===== src/rtl/mult_pkg.sv =====
// Shared types and sizes for the repeated-addition multiplier.
// Latency: n/a (package only).
// Backpressure: n/a (package only).
package mult_pkg;

  localparam int WIDTH = 8;
  localparam int PW    = 2 * WIDTH;

  typedef enum logic [1:0] {
    IDLE = 2'd0,
    RUN  = 2'd1,
    DONE = 2'd2
  } state_t;

endpackage : mult_pkg


===== src/rtl/rep_add_mult_ctrl.sv =====
// Purpose: unsigned 8x8 multiply by repeated addition through an external 16-bit adder.
// Latency: done is high min(op_a,op_b)+1 cycles after the start-accept edge.
// Backpressure: start is honoured only while busy=0; requests while busy are dropped.
// Ports:
//   clk, rst_n        - clock, synchronous active-low reset
//   start, op_a, op_b - request and operands, captured together when idle
//   add_in1, add_in2  - adder operands (accumulator, addend)
//   add_out           - adder sum fed back into the accumulator
//   busy, done        - controller status; done is a one-cycle pulse
//   product           - last completed result, held until the next completion
module rep_add_mult_ctrl
  import mult_pkg::*;
(
  input  logic             clk,
  input  logic             rst_n,
  input  logic             start,
  input  logic [WIDTH-1:0] op_a,
  input  logic [WIDTH-1:0] op_b,
  output logic [PW-1:0]    add_in1,
  output logic [PW-1:0]    add_in2,
  input  logic [PW-1:0]    add_out,
  output logic             busy,
  output logic             done,
  output logic [PW-1:0]    product
);

  state_t           state_q, state_d;
  logic [PW-1:0]    acc_q, acc_d;
  logic [PW-1:0]    addend_q, addend_d;
  logic [WIDTH-1:0] cnt_q, cnt_d;
  logic [PW-1:0]    product_q, product_d;

  // Looping over the smaller operand bounds the worst case to 255 additions.
  logic             a_ge_b;
  logic [WIDTH-1:0] op_max, op_min;

  assign a_ge_b = (op_a >= op_b);
  assign op_max = a_ge_b ? op_a : op_b;
  assign op_min = a_ge_b ? op_b : op_a;

  always_comb begin
    state_d   = state_q;
    acc_d     = acc_q;
    addend_d  = addend_q;
    cnt_d     = cnt_q;
    product_d = product_q;

    unique case (state_q)
      IDLE: begin
        if (start) begin
          addend_d = {{(PW-WIDTH){1'b0}}, op_max};
          cnt_d    = op_min;
          acc_d    = '0;
          if (op_min != '0) begin
            state_d = RUN;
          end else begin
            // Zero operand: nothing to iterate, complete straight away.
            state_d   = DONE;
            product_d = '0;
          end
        end
      end
      RUN: begin
        acc_d = add_out;
        cnt_d = cnt_q - 1'b1;
        if (cnt_q == {{(WIDTH-1){1'b0}}, 1'b1}) begin
          // Last addition: the adder output already holds the full product.
          state_d   = DONE;
          product_d = add_out;
        end
      end
      DONE: begin
        state_d = IDLE;
      end
      default: begin
        state_d = IDLE;
      end
    endcase
  end

  always_ff @(posedge clk) begin
    if (!rst_n) begin
      state_q   <= IDLE;
      acc_q     <= '0;
      addend_q  <= '0;
      cnt_q     <= '0;
      product_q <= '0;
    end else begin
      state_q   <= state_d;
      acc_q     <= acc_d;
      addend_q  <= addend_d;
      cnt_q     <= cnt_d;
      product_q <= product_d;
    end
  end

  assign add_in1 = acc_q;
  assign add_in2 = addend_q;
  assign busy    = (state_q != IDLE);
  assign done    = (state_q == DONE);
  assign product = product_q;

endmodule : rep_add_mult_ctrl


===== config.mk =====
export PLATFORM = sky130hd
export DESIGN_NAME = rep_add_mult_ctrl
export DESIGN_NICKNAME = d
export VERILOG_FILES = /design/src/rtl/mult_pkg.sv /design/src/rtl/rep_add_mult_ctrl.sv
export SDC_FILE = /design/constraint.sdc
export NUM_CORES = 1
export LEC_CHECK = 0
export ABC_AREA = 1
export BUFFER_PORTS_ARGS = -buffer_cell sky130_fd_sc_hd__buf_2
export CELL_PAD_IN_SITES_DETAIL_PLACEMENT = 2
export CELL_PAD_IN_SITES_GLOBAL_PLACEMENT = 2
export CORE_ASPECT_RATIO = 2
export CORE_MARGIN = 2
export CORE_UTILIZATION = 27
export DETAILED_ROUTE_END_ITERATION = 10
export GPL_ROUTABILITY_DRIVEN = 0
export PLACE_DENSITY = 0.78
export SYNTH_ARGS = -nofsm -noshare
export SYNTH_HDL_FRONTEND = slang
export SYNTH_SLANG_ARGS = --single-unit

===== constraint.sdc =====
create_clock -name clk -period 2.6 [get_ports clk]
set_clock_uncertainty 0.15 [all_clocks]
set_input_delay 0.52 -clock clk [delete_from_list [all_inputs] [get_ports clk]]
set_output_delay 0.52 -clock clk [all_outputs]
set_load 0.05 [all_outputs]

Word-level counts from Yosys, hierarchy flattened
Index checks and enable logic that the tools add are counted.
{ "totals": {"regBits": 50, "output_inout_bits": 50, "in_bits": 35, "elab_cells": 35} }
{ "classes": {"order_cmp": 1, "n_reduce_logical": 8, "addsub": 1, "n_eq_ne": 6, "muxes": 14} }
{ "ops": {"columns": ["operator", "n"], "rows": [
  ["two-way mux 16 bit", 4],
  ["one-hot mux 16 bit (2 select lines)", 2],
  ["two-way mux 8 bit", 3],
  ["one-hot mux 8 bit (2 select lines)", 1],
  ["equality test 8 x 1 -> 1 bit (second input constant)", 1],
  [">= comparator 8 bit", 1],
  ["nonzero test 8 bit", 1],
  ["subtractor 8 x 1 -> 8 bit (second input constant)", 1],
  ["two-way mux 2 bit", 3],
  ["inequality test 2 bit (second input constant)", 3],
  ["AND reduction 2 bit", 3],
  ["one-hot mux 2 bit (2 select lines)", 1],
  ["AND reduction 4 bit", 1],
  ["nonzero test 2 bit", 2],
  ["equality test 2 x 1 -> 1 bit (second input constant)", 1],
  ["equality test 2 bit (second input constant)", 1],
  ["logical NOT 2 bit", 1]
]} }

Logic depth before layout (Yosys ltp)
{ "logic_depth": {"ltp_word": 6, "ltp_mapped": 20} }

Worst setup path before layout
No wires, ideal clock.
{ "synth_path": {"path_kind": "input-to-reg", "start": "in op_b[7]", "end": "reg product_q[10] (netlist: product[10])", "stages": 17, "setup_time_ps": 117, "arrival_ps": 2117, "path_slack_ps": 216, "path_cell_list": "inv_1 > ha_1 > nand2_1 > o21a_1 > buf_6 > nand2_8 > buf_12 > nand2_2 > nand2_1 > nand2_1 > nor2_2 > nand2_2 > nand2_4 > buf_8 > nand3_1 > nand2_1 > nor2_1"} }
{ "synth_between": {"elab_chain_cells": 5} }
{ "synth_rtl": {"columns": ["item", "line", "rtl"], "rows": [
  ["from (decl)", "rep_add_mult_ctrl.sv:18", "input logic [WIDTH-1:0] op_b,"],
  [">= comparator 8 bit", "rep_add_mult_ctrl.sv:37", "assign a_ge_b = (op_a >= op_b);"],
  ["two-way mux 8 bit *", "rep_add_mult_ctrl.sv:39", "assign op_min = a_ge_b ? op_b : op_a;"],
  ["nonzero test 8 bit *", "rep_add_mult_ctrl.sv:54", "if (op_min != '0) begin"],
  ["inequality test 2 bit (no source line) *", null, null],
  ["AND reduction 4 bit (no source line) *", null, null],
  ["to (signal assigned)", "rep_add_mult_ctrl.sv:93", "product_q <= product_d;"],
  ["to (decl)", "rep_add_mult_ctrl.sv:31", "logic [PW-1:0] product_q, product_d;"]
]} }
Every way passes the cells marked *; elsewhere a longest branch is shown, timed or not.
A chain may end at the register's enable or synchronous reset.

Final worst setup path
{ "layout_path": {"start": "in op_a[3]", "end": "reg product_q[8] (netlist: product[8])"} }
{ "layout_between": {"elab_chain_cells": 5} }
{ "layout_rtl": {"columns": ["item", "line", "rtl"], "rows": [
  ["from (decl)", "rep_add_mult_ctrl.sv:17", "input logic [WIDTH-1:0] op_a,"],
  [">= comparator 8 bit", "rep_add_mult_ctrl.sv:37", null],
  ["two-way mux 8 bit *", "rep_add_mult_ctrl.sv:39", null],
  ["nonzero test 8 bit *", "rep_add_mult_ctrl.sv:54", null],
  ["inequality test 2 bit (no source line) *", null, null],
  ["AND reduction 4 bit (no source line) *", null, null]
]} }
Marks and branches as above.

==> results by group <==
Status
  – Status: completed

Detailed routing
  – Routed length per placed instance: 15.4 um
  – Total wire length: 9.25 mm
  – Vias: 2782
  – First-pass DRT Iterations: 4
  – Via-to-Cell Ratio: 4.64
  – ANT nets after route: 0
  – DRT iter0 DRCs: 74
  – DRC viols: 0

Critical path
  – CP Capture Type: flip-flop
  – Critical path cell sequence: buf_2, ha_1, nand2_1, nor2_1, nor2_1, nand2_2, nand2_4, nand2_8, nand2_1, nand2_1, nand2_1, nor2_4, nand2_4, nand2_8, a21oi_1, nor2_1
  – Buf/Inv on CP: 1
  – Slowest cell delay on critical path: 0.30 ns
  – Critical Path Start Type: primary input
  – CP top delay family: simple AND/OR/NAND/NOR gates
  – Crit-path slowest cell: ha_1
  – Crit path kind: in2reg
  – Critical Path RT: 2.63 ns
  – Most frequent CP cell: nand2_1
  – Worst Path Max Fanout: 14
  – CP arrival: 2.41 ns

Logic synthesis
  – Syn_area_per_cell: 7.27 um^2
  – Share of the synthesized area in the top cell type: 0.376
  – Synth top cells by count: nand2_1, dfxtp_1, a21oi_1, inv_1, nor2_1
  – Post-synth EDFFs: 0
  – Primary FF master, synth: dfxtp_1
  – Sequential area share after synthesis: 0.376
  – FF+latch count, synth: 50
  – Yosys cell types: 31
  – Synth Instances: 366
  – Post-Syn Area: 0.00266 mm^2
  – FFs w/ async S/R, synth: 0
  – Yosys warns: 0
  – Area contributors post-synth: dfxtp_1, nand2_1, a21oi_1, inv_1, nor2_1
  – Post-synth top area cell: dfxtp_1
  – Most frequent cell after synthesis: nand2_1

Floorplan
  – Num rows: 51
  – DIE HEIGHT: 144 um
  – Die Width: 74.2 um
  – I/O pin total: 85
  – Core area: 0.00964 mm^2
  – Total die area: 0.0107 mm^2
  – Initial Util: 0.276

CTS
  – CTS Buf Count: 5
  – Cts-stage hold buffer count: 0
  – CTS max path bufs: 2
  – Clk_lat worst skew: 0.29 ns
  – Clock sink total: 50
  – CTS tree: yes
  – Clk root buf: clkbuf_16
  – Number of H-tree levels: 2
  – Clock transition at path regs: 0.07 ns

GRT
  – GRT overflow: 0
  – Vias in the first global route: 3063
  – GR Util All Layers: 0.175
  – Initial antenna violation count: 0
  – Largest net degree at the start of global routing: 29
  – Global-route wire length before repair: 14.3 mm

Timing
  – Final setup vio count: 0
  – Final-report max-slew violation count: 0
  – Fmax: 0.421 GHz
  – Slew @ Worst Pin: 0.497 ns
  – Period minus WS final: 2.38 ns
  – Final WS setup: 0.222 ns
  – Relative slew margins: 0.665
  – Fin crit share: 0.915
  – Final Hold Vio Count: 0
  – RSZ-0062 raised after global routing: false

Cells and area
  – Non-Filler Instances: 600
  – Share of post-route cells with drive strength above 1: 0.308
  – P&R area growth vs syn: 32.2%
  – Antenna cells: 0
  – Final #Nets: 512
  – Finished Cell Area: 0.00352 mm^2
  – Fill count: 1175

Power and ir drop
  – Pwr per Cell Area: 704 mW/mm^2
  – Peak VDD IR: 0.319 mV
  – Switching Share: 0.378
  – Tot Pwr: 2480 uW
  – Clock power share: 0.311
  – Internal power: 1540 uW
  – Gate power share: 0.331
  – Lkg Pwr: 0.00180 uW
  – Psw: 937 uW
  – Reg power frac: 0.358

Placement
  – Placed insts: 590
  – Post-DP Area: 0.00330 mm^2
  – Port Buf Inserts: 76
  – DP HPWL: 7.12 mm
  – Pre-CTS setup slack: -0.207 ns

Min path
  – Hold Crit Class: reg2reg

Run
  – Maxcap violations: 0
[power groups by stage]
stage	Sequential (uW)	Combinational [uW]	Clock [uW]
4_1_cts	888	815	788
5_1_grt	896	895	823
3_5_place_dp	905	808	0
2_1_floorplan	1070	414	0
6_report	886	819	771
3_3_place_gp	902	777	0
[worst reg2reg max path, stage by stage (launching register included)]
cell and delay [ns]:
dfxtp_1 0.34, nor2_1 0.20, nand2_1 0.10, nor3_1 0.20
nand2_1 0.13, o21ai_2 0.13, buf_4 0.34, nand2_4 0.13
nand2_1 0.09, nand2_1 0.05, nor2_1 0.08
[final cells by class]
type / count / area (um^2) / area share
well taps: 132 / 165 / 0.0470
flip-flops and latches: 50 / 1000 / 0.285
multi-input cells: 262 / 1400 / 0.399
clock buffers: 5 / 125 / 0.0356
repair buffers: 110 / 636 / 0.181
clock inverters: 3 / 43.8 / 0.0125
inverters: 38 / 143 / 0.0406
[cells by family after synthesis]
family          after synthesis  share of synthesized area
buf+inv                      63                      0.126
compound gates               73                      0.164
flops                        50                      0.376
other cells                   1                    0.00141
simple gates                169                      0.285
fa+ha+maj                    10                     0.0470
[sequential cells by signal, indices dropped and copies added (netlist names)]
name / flops
add_in1: 16
add_in2: 8
cnt_q: 8
product: 16
state_q: 2
[layout by cell type (no fill, tap or decap), types with 2 or more instances in the layout]
cell and instances:
nand2_4 4, nand3b_1 6, ha_1 10, nor2_2 3
nand2_8 3, a21oi_1 37, o21a_1 3, conb_1 8
dfxtp_1 50, buf_2 76, o21ai_0 10, nand2_2 4
o211ai_1 9, or2_2 2, a21oi_2 7, inv_1 37
clkbuf_16 5, a31oi_1 4, nand2_1 88, buf_4 34
nand3_1 23, nor3_1 3, nor2_1 33
[path summary, 6_finish.rpt]
check,start,end,slack (ns),cells past startpoint
worst min-delay path,add_in1[4]$_SDFFE_PN0P_,add_in1[4]$_SDFFE_PN0P_,0.31,2
worst max register to register,cnt_q[3]$_SDFFE_PN0P_,product[3]$_SDFFE_PN0P_,0.59,10
worst min register to register,add_in1[4]$_SDFFE_PN0P_,add_in1[4]$_SDFFE_PN0P_,0.31,2
worst max-delay path,op_a[3],product[8]$_SDFFE_PN0P_,0.22,16
[repair_timing]
item / in CTS / in global routing
setup buffers: 0 / 0
setup endpoints to repair: 0 / 16
resized for setup: 0 / 4
[through the flow]
stage / TNS, ns / utilization / hold WS [ns]
4_1_cts: 0 / 0.360 / 0.313
2_1_floorplan: 0 / - / 0.324
5_1_grt: 0 / 0.365 / 0.334
3_5_place_dp: -2.47 / 0.342 / 0.302
3_3_place_gp: -0.806 / 0.342 / 0.297
6_report: 0 / 0.365 / 0.311
[routing by layer]
metal / up-vias / GRT usage / share of wire
met5: - / 0 / 0
met4: 0 / 0.0632 / 0.020
met3: 10 / 0.0181 / 0.028
met2: 64 / 0.365 / 0.61
met1: 1339 / 0.163 / 0.34
li1: 1369 / - / -
(Power assumes the default switching activity.)
